## src/rtl/cp0_pkg.sv

```systemverilog
// Shared CPU definitions for coprocessor 0: register numbers, SR/Cause field
// positions and exception codes.
package cp0_pkg;

  localparam int unsigned DATA_W  = 32;
  localparam int unsigned REG_W   = 5;
  localparam int unsigned HWINT_W = 6;
  localparam int unsigned EXC_W   = 5;

  localparam logic [REG_W-1:0] REG_SR    = 5'd12;
  localparam logic [REG_W-1:0] REG_CAUSE = 5'd13;
  localparam logic [REG_W-1:0] REG_EPC   = 5'd14;
  localparam logic [REG_W-1:0] REG_PRID  = 5'd15;

  localparam int unsigned SR_IE        = 0;
  localparam int unsigned SR_EXL       = 1;
  localparam int unsigned SR_IM_LO     = 10;
  localparam int unsigned SR_IM_HI     = 15;
  localparam int unsigned CAUSE_EXC_LO = 2;
  localparam int unsigned CAUSE_EXC_HI = 6;
  localparam int unsigned CAUSE_IP_LO  = 10;
  localparam int unsigned CAUSE_IP_HI  = 15;
  localparam int unsigned CAUSE_BD     = 31;

  typedef enum logic [EXC_W-1:0] {
    EXC_INT  = 5'd0,
    EXC_ADEL = 5'd4,
    EXC_ADES = 5'd5,
    EXC_RI   = 5'd10,
    EXC_OV   = 5'd12
  } exc_code_e;

endpackage

```

## src/rtl/cp0_if.sv

```systemverilog
// Pipeline-to-CP0 connection: mfc0/mtc0 access, exception inputs and redirect outputs.
interface cp0_if;
  import cp0_pkg::*;

  logic [REG_W-1:0]   A1;
  logic [REG_W-1:0]   A2;
  logic [DATA_W-1:0]  DIn;
  logic               We;
  logic [DATA_W-1:0]  PC;
  logic               BD;
  logic [EXC_W-1:0]   ExcCode;
  logic [HWINT_W-1:0] HWInt;
  logic               EXLClr;
  logic               IntReq;
  logic [DATA_W-1:0]  EPC;
  logic [DATA_W-1:0]  DOut;

  modport master (output A1, A2, DIn, We, PC, BD, ExcCode, HWInt, EXLClr,
                  input  IntReq, EPC, DOut);
  modport slave  (input  A1, A2, DIn, We, PC, BD, ExcCode, HWInt, EXLClr,
                  output IntReq, EPC, DOut);
endinterface

```

## src/rtl/cp0.sv

```systemverilog
// Coprocessor 0: SR/Cause/EPC/PRId registers, interrupt and exception entry.
// IntReq and DOut are combinational so the pipeline can flush in the same cycle.
module cp0
  import cp0_pkg::*;
#(
  parameter logic [31:0] PRID = 32'h2016_0001
) (
  input  logic  Clk,
  input  logic  Rst,
  cp0_if.slave  bus
);

  logic [HWINT_W-1:0] r_im;
  logic               r_exl;
  logic               r_ie;
  logic               r_bd;
  logic [HWINT_W-1:0] r_ip;
  logic [EXC_W-1:0]   r_exccode;
  logic [DATA_W-3:0]  r_epc;

  logic               w_hw_req;
  logic               w_exc_req;
  logic               w_int_req;
  logic [DATA_W-1:0]  w_epc_next;
  logic [DATA_W-1:0]  w_sr;
  logic [DATA_W-1:0]  w_cause;
  logic [DATA_W-1:0]  w_epc;

  // Requests are masked while EXL is set, so handlers never nest.
  assign w_hw_req   = (|(bus.HWInt & r_im)) & r_ie & ~r_exl;
  assign w_exc_req  = (bus.ExcCode != EXC_W'(0)) & ~r_exl;
  assign w_int_req  = w_hw_req | w_exc_req;
  assign w_epc_next = bus.BD ? (bus.PC - 32'd4) : bus.PC;

  always_comb begin
    w_sr    = '0;
    w_cause = '0;
    w_sr[SR_IM_HI:SR_IM_LO]          = r_im;
    w_sr[SR_EXL]                     = r_exl;
    w_sr[SR_IE]                      = r_ie;
    w_cause[CAUSE_BD]                = r_bd;
    w_cause[CAUSE_IP_HI:CAUSE_IP_LO] = r_ip;
    w_cause[CAUSE_EXC_HI:CAUSE_EXC_LO] = r_exccode;
  end

  assign w_epc = {r_epc, 2'b00};

  always_comb begin
    unique case (bus.A1)
      REG_SR:    bus.DOut = w_sr;
      REG_CAUSE: bus.DOut = w_cause;
      REG_EPC:   bus.DOut = w_epc;
      REG_PRID:  bus.DOut = PRID;
      default:   bus.DOut = '0;
    endcase
  end

  assign bus.IntReq = w_int_req;
  assign bus.EPC    = w_epc;

  // Exception entry beats mtc0; EXLClr beats an SR write for the EXL bit only.
  always_ff @(posedge Clk) begin
    if (Rst) begin
      r_im      <= '0;
      r_exl     <= 1'b0;
      r_ie      <= 1'b0;
      r_bd      <= 1'b0;
      r_ip      <= '0;
      r_exccode <= '0;
      r_epc     <= '0;
    end else begin
      r_ip <= bus.HWInt;
      if (w_int_req) begin
        r_exl     <= 1'b1;
        r_bd      <= bus.BD;
        r_epc     <= w_epc_next[DATA_W-1:2];
        r_exccode <= w_hw_req ? EXC_W'(EXC_INT) : bus.ExcCode;
      end else begin
        if (bus.We && (bus.A2 == REG_SR)) begin
          r_im  <= bus.DIn[SR_IM_HI:SR_IM_LO];
          r_exl <= bus.DIn[SR_EXL];
          r_ie  <= bus.DIn[SR_IE];
        end
        if (bus.We && (bus.A2 == REG_EPC)) begin
          r_epc <= bus.DIn[DATA_W-1:2];
        end
        if (bus.EXLClr) begin
          r_exl <= 1'b0;
        end
      end
    end
  end

endmodule

```

## src/flat_wrapper.sv

```systemverilog
// flat-port wrapper written by rule: the top's interface ports become plain ports
module cp0_flat import cp0_pkg::*;
#(
  parameter logic [31:0] PRID = 32'h2016_0001
)
  (Clk, Rst, bus_A1, bus_A2, bus_DIn, bus_We, bus_PC, bus_BD, bus_ExcCode, bus_HWInt, bus_EXLClr, bus_IntReq, bus_EPC, bus_DOut);
  cp0_if bus_i ();
  input  logic Clk;
  input  logic Rst;
  input wire logic [$bits(bus_i.A1)-1:0] bus_A1;
  input wire logic [$bits(bus_i.A2)-1:0] bus_A2;
  input wire logic [$bits(bus_i.DIn)-1:0] bus_DIn;
  input wire logic [$bits(bus_i.We)-1:0] bus_We;
  input wire logic [$bits(bus_i.PC)-1:0] bus_PC;
  input wire logic [$bits(bus_i.BD)-1:0] bus_BD;
  input wire logic [$bits(bus_i.ExcCode)-1:0] bus_ExcCode;
  input wire logic [$bits(bus_i.HWInt)-1:0] bus_HWInt;
  input wire logic [$bits(bus_i.EXLClr)-1:0] bus_EXLClr;
  output wire logic [$bits(bus_i.IntReq)-1:0] bus_IntReq;
  output wire logic [$bits(bus_i.EPC)-1:0] bus_EPC;
  output wire logic [$bits(bus_i.DOut)-1:0] bus_DOut;
  assign bus_i.A1 = bus_A1;
  assign bus_i.A2 = bus_A2;
  assign bus_i.DIn = bus_DIn;
  assign bus_i.We = bus_We;
  assign bus_i.PC = bus_PC;
  assign bus_i.BD = bus_BD;
  assign bus_i.ExcCode = bus_ExcCode;
  assign bus_i.HWInt = bus_HWInt;
  assign bus_i.EXLClr = bus_EXLClr;
  assign bus_IntReq = bus_i.IntReq;
  assign bus_EPC = bus_i.EPC;
  assign bus_DOut = bus_i.DOut;
  cp0 #(.PRID(PRID)) u_core (.Clk(Clk), .Rst(Rst), .bus(bus_i));
endmodule
```

## config.mk

```make
export PLATFORM = sky130hd
export DESIGN_NAME = cp0_flat
export DESIGN_NICKNAME = d
export VERILOG_FILES = /design/src/rtl/cp0_pkg.sv /design/src/rtl/cp0_if.sv /design/src/rtl/cp0.sv /design/src/flat_wrapper.sv
export SDC_FILE = /design/constraint.sdc
export NUM_CORES = 1
export LEC_CHECK = 0
export CORE_ASPECT_RATIO = 1.75
export CORE_MARGIN = 2
export CORE_UTILIZATION = 45
export CTS_BUF_LIST = sky130_fd_sc_hd__clkbuf_4
export CTS_CLUSTER_DIAMETER = 200
export CTS_CLUSTER_SIZE = 16
export DETAILED_ROUTE_END_ITERATION = 10
export PLACE_DENSITY_LB_ADDON = 0.2
export SLEW_MARGIN = 20
export SYNTH_ARGS = -nofsm -noshare
export SYNTH_HDL_FRONTEND = slang
export SYNTH_SLANG_ARGS = --single-unit
```

## constraint.sdc

```tcl
create_clock -name Clk -period 4.8 [get_ports Clk]
set_input_delay 0.96 -clock Clk [delete_from_list [all_inputs] [get_ports Clk]]
set_output_delay 0.96 -clock Clk [all_outputs]
set_load 0.01 [all_outputs]
```

==> results by group <==
Run status
  – Status: finished, final reports clean

Drt
  – DRC viols: 0
  – WL/cell: ~19 um
  – Via count: about 4300
  – Pre-antenna DRT Iters: 5
  – Routed WL: between 10000 and 15000 um
  – Vias/cell: ~6.4
  – Initial DRC Count: between 300 and 400
  – Final antenna-violating net count: 0

Layout
  – Area grow syn2layout: 43.0%
  – Fin util: between 60% and 70%
  – Nets: 663
  – Fill cell count: 709
  – Share of cells above drive strength 1: under 10%

Job
  – Max cap viols: 0

Power and ir drop
  – Pwr Density: slightly below 200 nW/um^2
  – Tot Pwr: 0.00102 W
  – Leakage power: approximately 1.7 nW
  – Internal power component: ~0.0007 W
  – Comb pwr share: between 30% and 40%
  – Seq pwr share: between 40% and 50%
  – Sw frac: 32.9%
  – VDD IR max: 0.116 mV
  – Switching power: between 0.0003 and 0.0004 W
  – Clk pwr share: 21.7%

Setup path
  – Worst EP required: about 3.8 ns
  – Worst Path Arrival: 3.24 ns
  – Critical path capture point type: output pin
  – Crit Path Max Fanout: 13
  – Kind of start point of the critical path: input port
  – Critical path class: input port to output pin

Clocking
  – CTS sink cnt: 50
  – CTS tree: built
  – Number of H-tree levels: 2
  – CTS Root Cell: clkbuf_4
  – Clock-pin slew on the worst setup and hold paths: 0.18 ns
  – Clock Latency Late Sink: around 0.4 ns
  – Num CTS Buffers: 5
  – Setup repair bufs after CTS: 0
  – Cts repair resizes: 0
  – Post-cts hold buffer count: 0
  – Clock Tree Buf Depth: 2

Place
  – Gpl congestion: roughly 0.92
  – Pre-CTS setup slack: about 0.61 ns
  – Port buffer count: 150
  – Post-DP HPWL: 9280 um

Timing
  – Peak Freq: between 200 and 250 MHz
  – Fin worst setup slack: 0.599 ns
  – Worst slew margin: ~33%
  – RSZ-0062 raised after global routing: false
  – Final setup violation count: 0
  – Hold Slack: 0.489 ns
  – Period utilisation layout: ~90%
  – Worst Skew: 0.0168 ns
  – Final min period: 4.20 ns
  – Worst Tran Pin Value: approximately 1.0 ns
  – Fin Setup TNS: 0 ns
  – Final Hold Viols: 0
  – Slew Limit Fails: 0

Floorplanning
  – Core Area: slightly below 8000 um^2
  – Io pins: about 160
  – Chip width: 72.0 um
  – Effective utilization at floorplan: roughly 46%
  – DIE HEIGHT: 123 um
  – # rows: 43
  – Die ar.: between 8000 and 9000 um^2

Global routing
  – Met3 Track Usage GR: between 2 and 3%
  – First-pass GRT wire length: 19900 um
  – Grt ovf: 0
  – Layer with the highest usage: met2
  – Number of global-route vias before repair: just over 4000
  – Met1 Usage GRT: a little under a third
  – Largest net degree at the start of global routing: 53
  – Met2 usage: around 53%
  – Initial antenna violation count: 1
  – Total GRT Usage: roughly 28%

Synth
  – Ys Warns: 0
  – Mapped Cells: around 450
  – Synthesized area: 3640 um^2
  – Post-synth EDFFs: 0
  – Synth top area cells: dfxtp_1, nor4b_1, o31a_1, mux2i_1, o41ai_1
  – Netlist cell types: 55
  – Synth top area share: between 20% and 30%
  – Cell taking the most area after synthesis: dfxtp_1
  – Main synth FF type: dfxtp_1
  – Sequential fraction of the synthesis area: roughly 27%
  – Syn avg cell area: approximately 8.1 um^2
  – Synthesis-stage register bit count: 50
  – Ys async rst share: 0%

Min path
  – Hold Crit Class: register to register
-- cells by family (layout without fill, tap and decap cells) --
logic type | Yosys count | after routing | synth area share, %
flops | 50 | 50 | 27.5
xor+xnor | 11 | 11 | 2.64
compound gates | 123 | 123 | 25.8
buf+inv | 59 | 180 | 6.63
mux | 19 | 19 | 5.22
other cells | 1 | 3 | 0.103
simple gates | 187 | 187 | 31.8
fa+ha+maj | 1 | 1 | 0.343
-- cell type report --
| type | instances | area [um^2] | area share (%) |
|---|---|---|---|
| Clock buffer | 5 | 37.5 | 0.720 |
| Sequential cell | 50 | 1000 | 19.2 |
| Clock inverter | 3 | 23.8 | 0.456 |
| Tap cell | 90 | 113 | 2.16 |
| Inverter | 9 | 33.8 | 0.648 |
| Timing Repair Buffer | 163 | 1590 | 30.6 |
| Antenna cell | 1 | 2.50 | 0.0480 |
| Multi-Input combinational cell | 343 | 2410 | 46.2 |
-- placed cells by master (no fill, tap or decap), types with 9 or more instances in the layout --
cell type / n
a211oi_1: 18
a21oi_1: 14
a31oi_1: 15
and2_1: 14
buf_4: 13
clkdlybuf4s50_1: 149
dfxtp_1: 50
mux2i_1: 19
nand2_1: 20
nor2_1: 34
nor2b_1: 9
nor4_1: 21
nor4b_1: 26
o31a_1: 25
o31ai_1: 9
o41ai_1: 20
or4_1: 13
-- worst paths after layout --
kind / from / end / slack [ns] / cells after the start
min: u_core.r_im[5] / u_core.r_im[5] / 0.49 / 2
min reg2reg: u_core.r_im[5] / u_core.r_im[5] / 0.49 / 2
max: bus_A1[1] / bus_DOut[28] / 0.60 / 7
max reg2reg: u_core.r_im[3] / u_core.r_im[3] / 2.59 / 5
-- metrics by stage --
stage	instance area, um^2	cells
after floorplan	3650	452
after global placement	5150	655
after detailed placement	5150	655
after CTS	5210	663
after global routing	5210	664
final	5210	664
-- critical path: stages --
cell	delay, ns
clkdlybuf4s50_1	0.46
buf_4	0.20
nor2b_1	0.45
nor2b_1	0.24
buf_4	0.24
and2_1	0.15
clkdlybuf4s50_1	0.54
-- power groups by stage --
stage | Sequential, W | Clock [W] | Combinational, W
2_1_floorplan | 0.000484 | 0 | 0.000141
3_3_place_gp | 0.000479 | 0 | 0.000316
3_5_place_dp | 0.000480 | 0 | 0.000321
4_1_cts | 0.000472 | 0.000226 | 0.000323
5_1_grt | 0.000475 | 0.000238 | 0.000348
6_report | 0.000472 | 0.000220 | 0.000324
-- synthesized netlist by cell type, types with 3 or more instances --
master / count
dfxtp_1: 50
clkbuf_1: 42
nor2_1: 34
nor4b_1: 26
o31a_1: 25
nor4_1: 21
nand2_1: 20
o41ai_1: 20
mux2i_1: 19
a211oi_1: 18
a31oi_1: 15
a21oi_1: 14
and2_1: 14
or4_1: 13
nor2b_1: 9
o31ai_1: 9
inv_1: 8
nor3_1: 7
or3_1: 7
xnor2_1: 7
a22oi_1: 6
nand4b_1: 6
nand3_1: 5
or3b_2: 5
buf_2: 4
nand4_1: 4
xor2_1: 4
a22o_1: 3
o21a_1: 3
or2_2: 3
-- sequential cells by signal (all words and copies together), names as in the netlist --
register / flops
u_core.r_im: 6
u_core.r_exl: 1
u_core.r_ie: 1
u_core.r_bd: 1
u_core.r_ip: 6
u_core.r_exccode: 5
u_core.r_epc: 30
-- routing by layer --
metal	wire length, um	vias to the layer above
met3	753	32
li1	-	2001
met5	0	-
met2	7020	221
met1	4720	2009
met4	409	0
(Power assumes the default switching activity.)
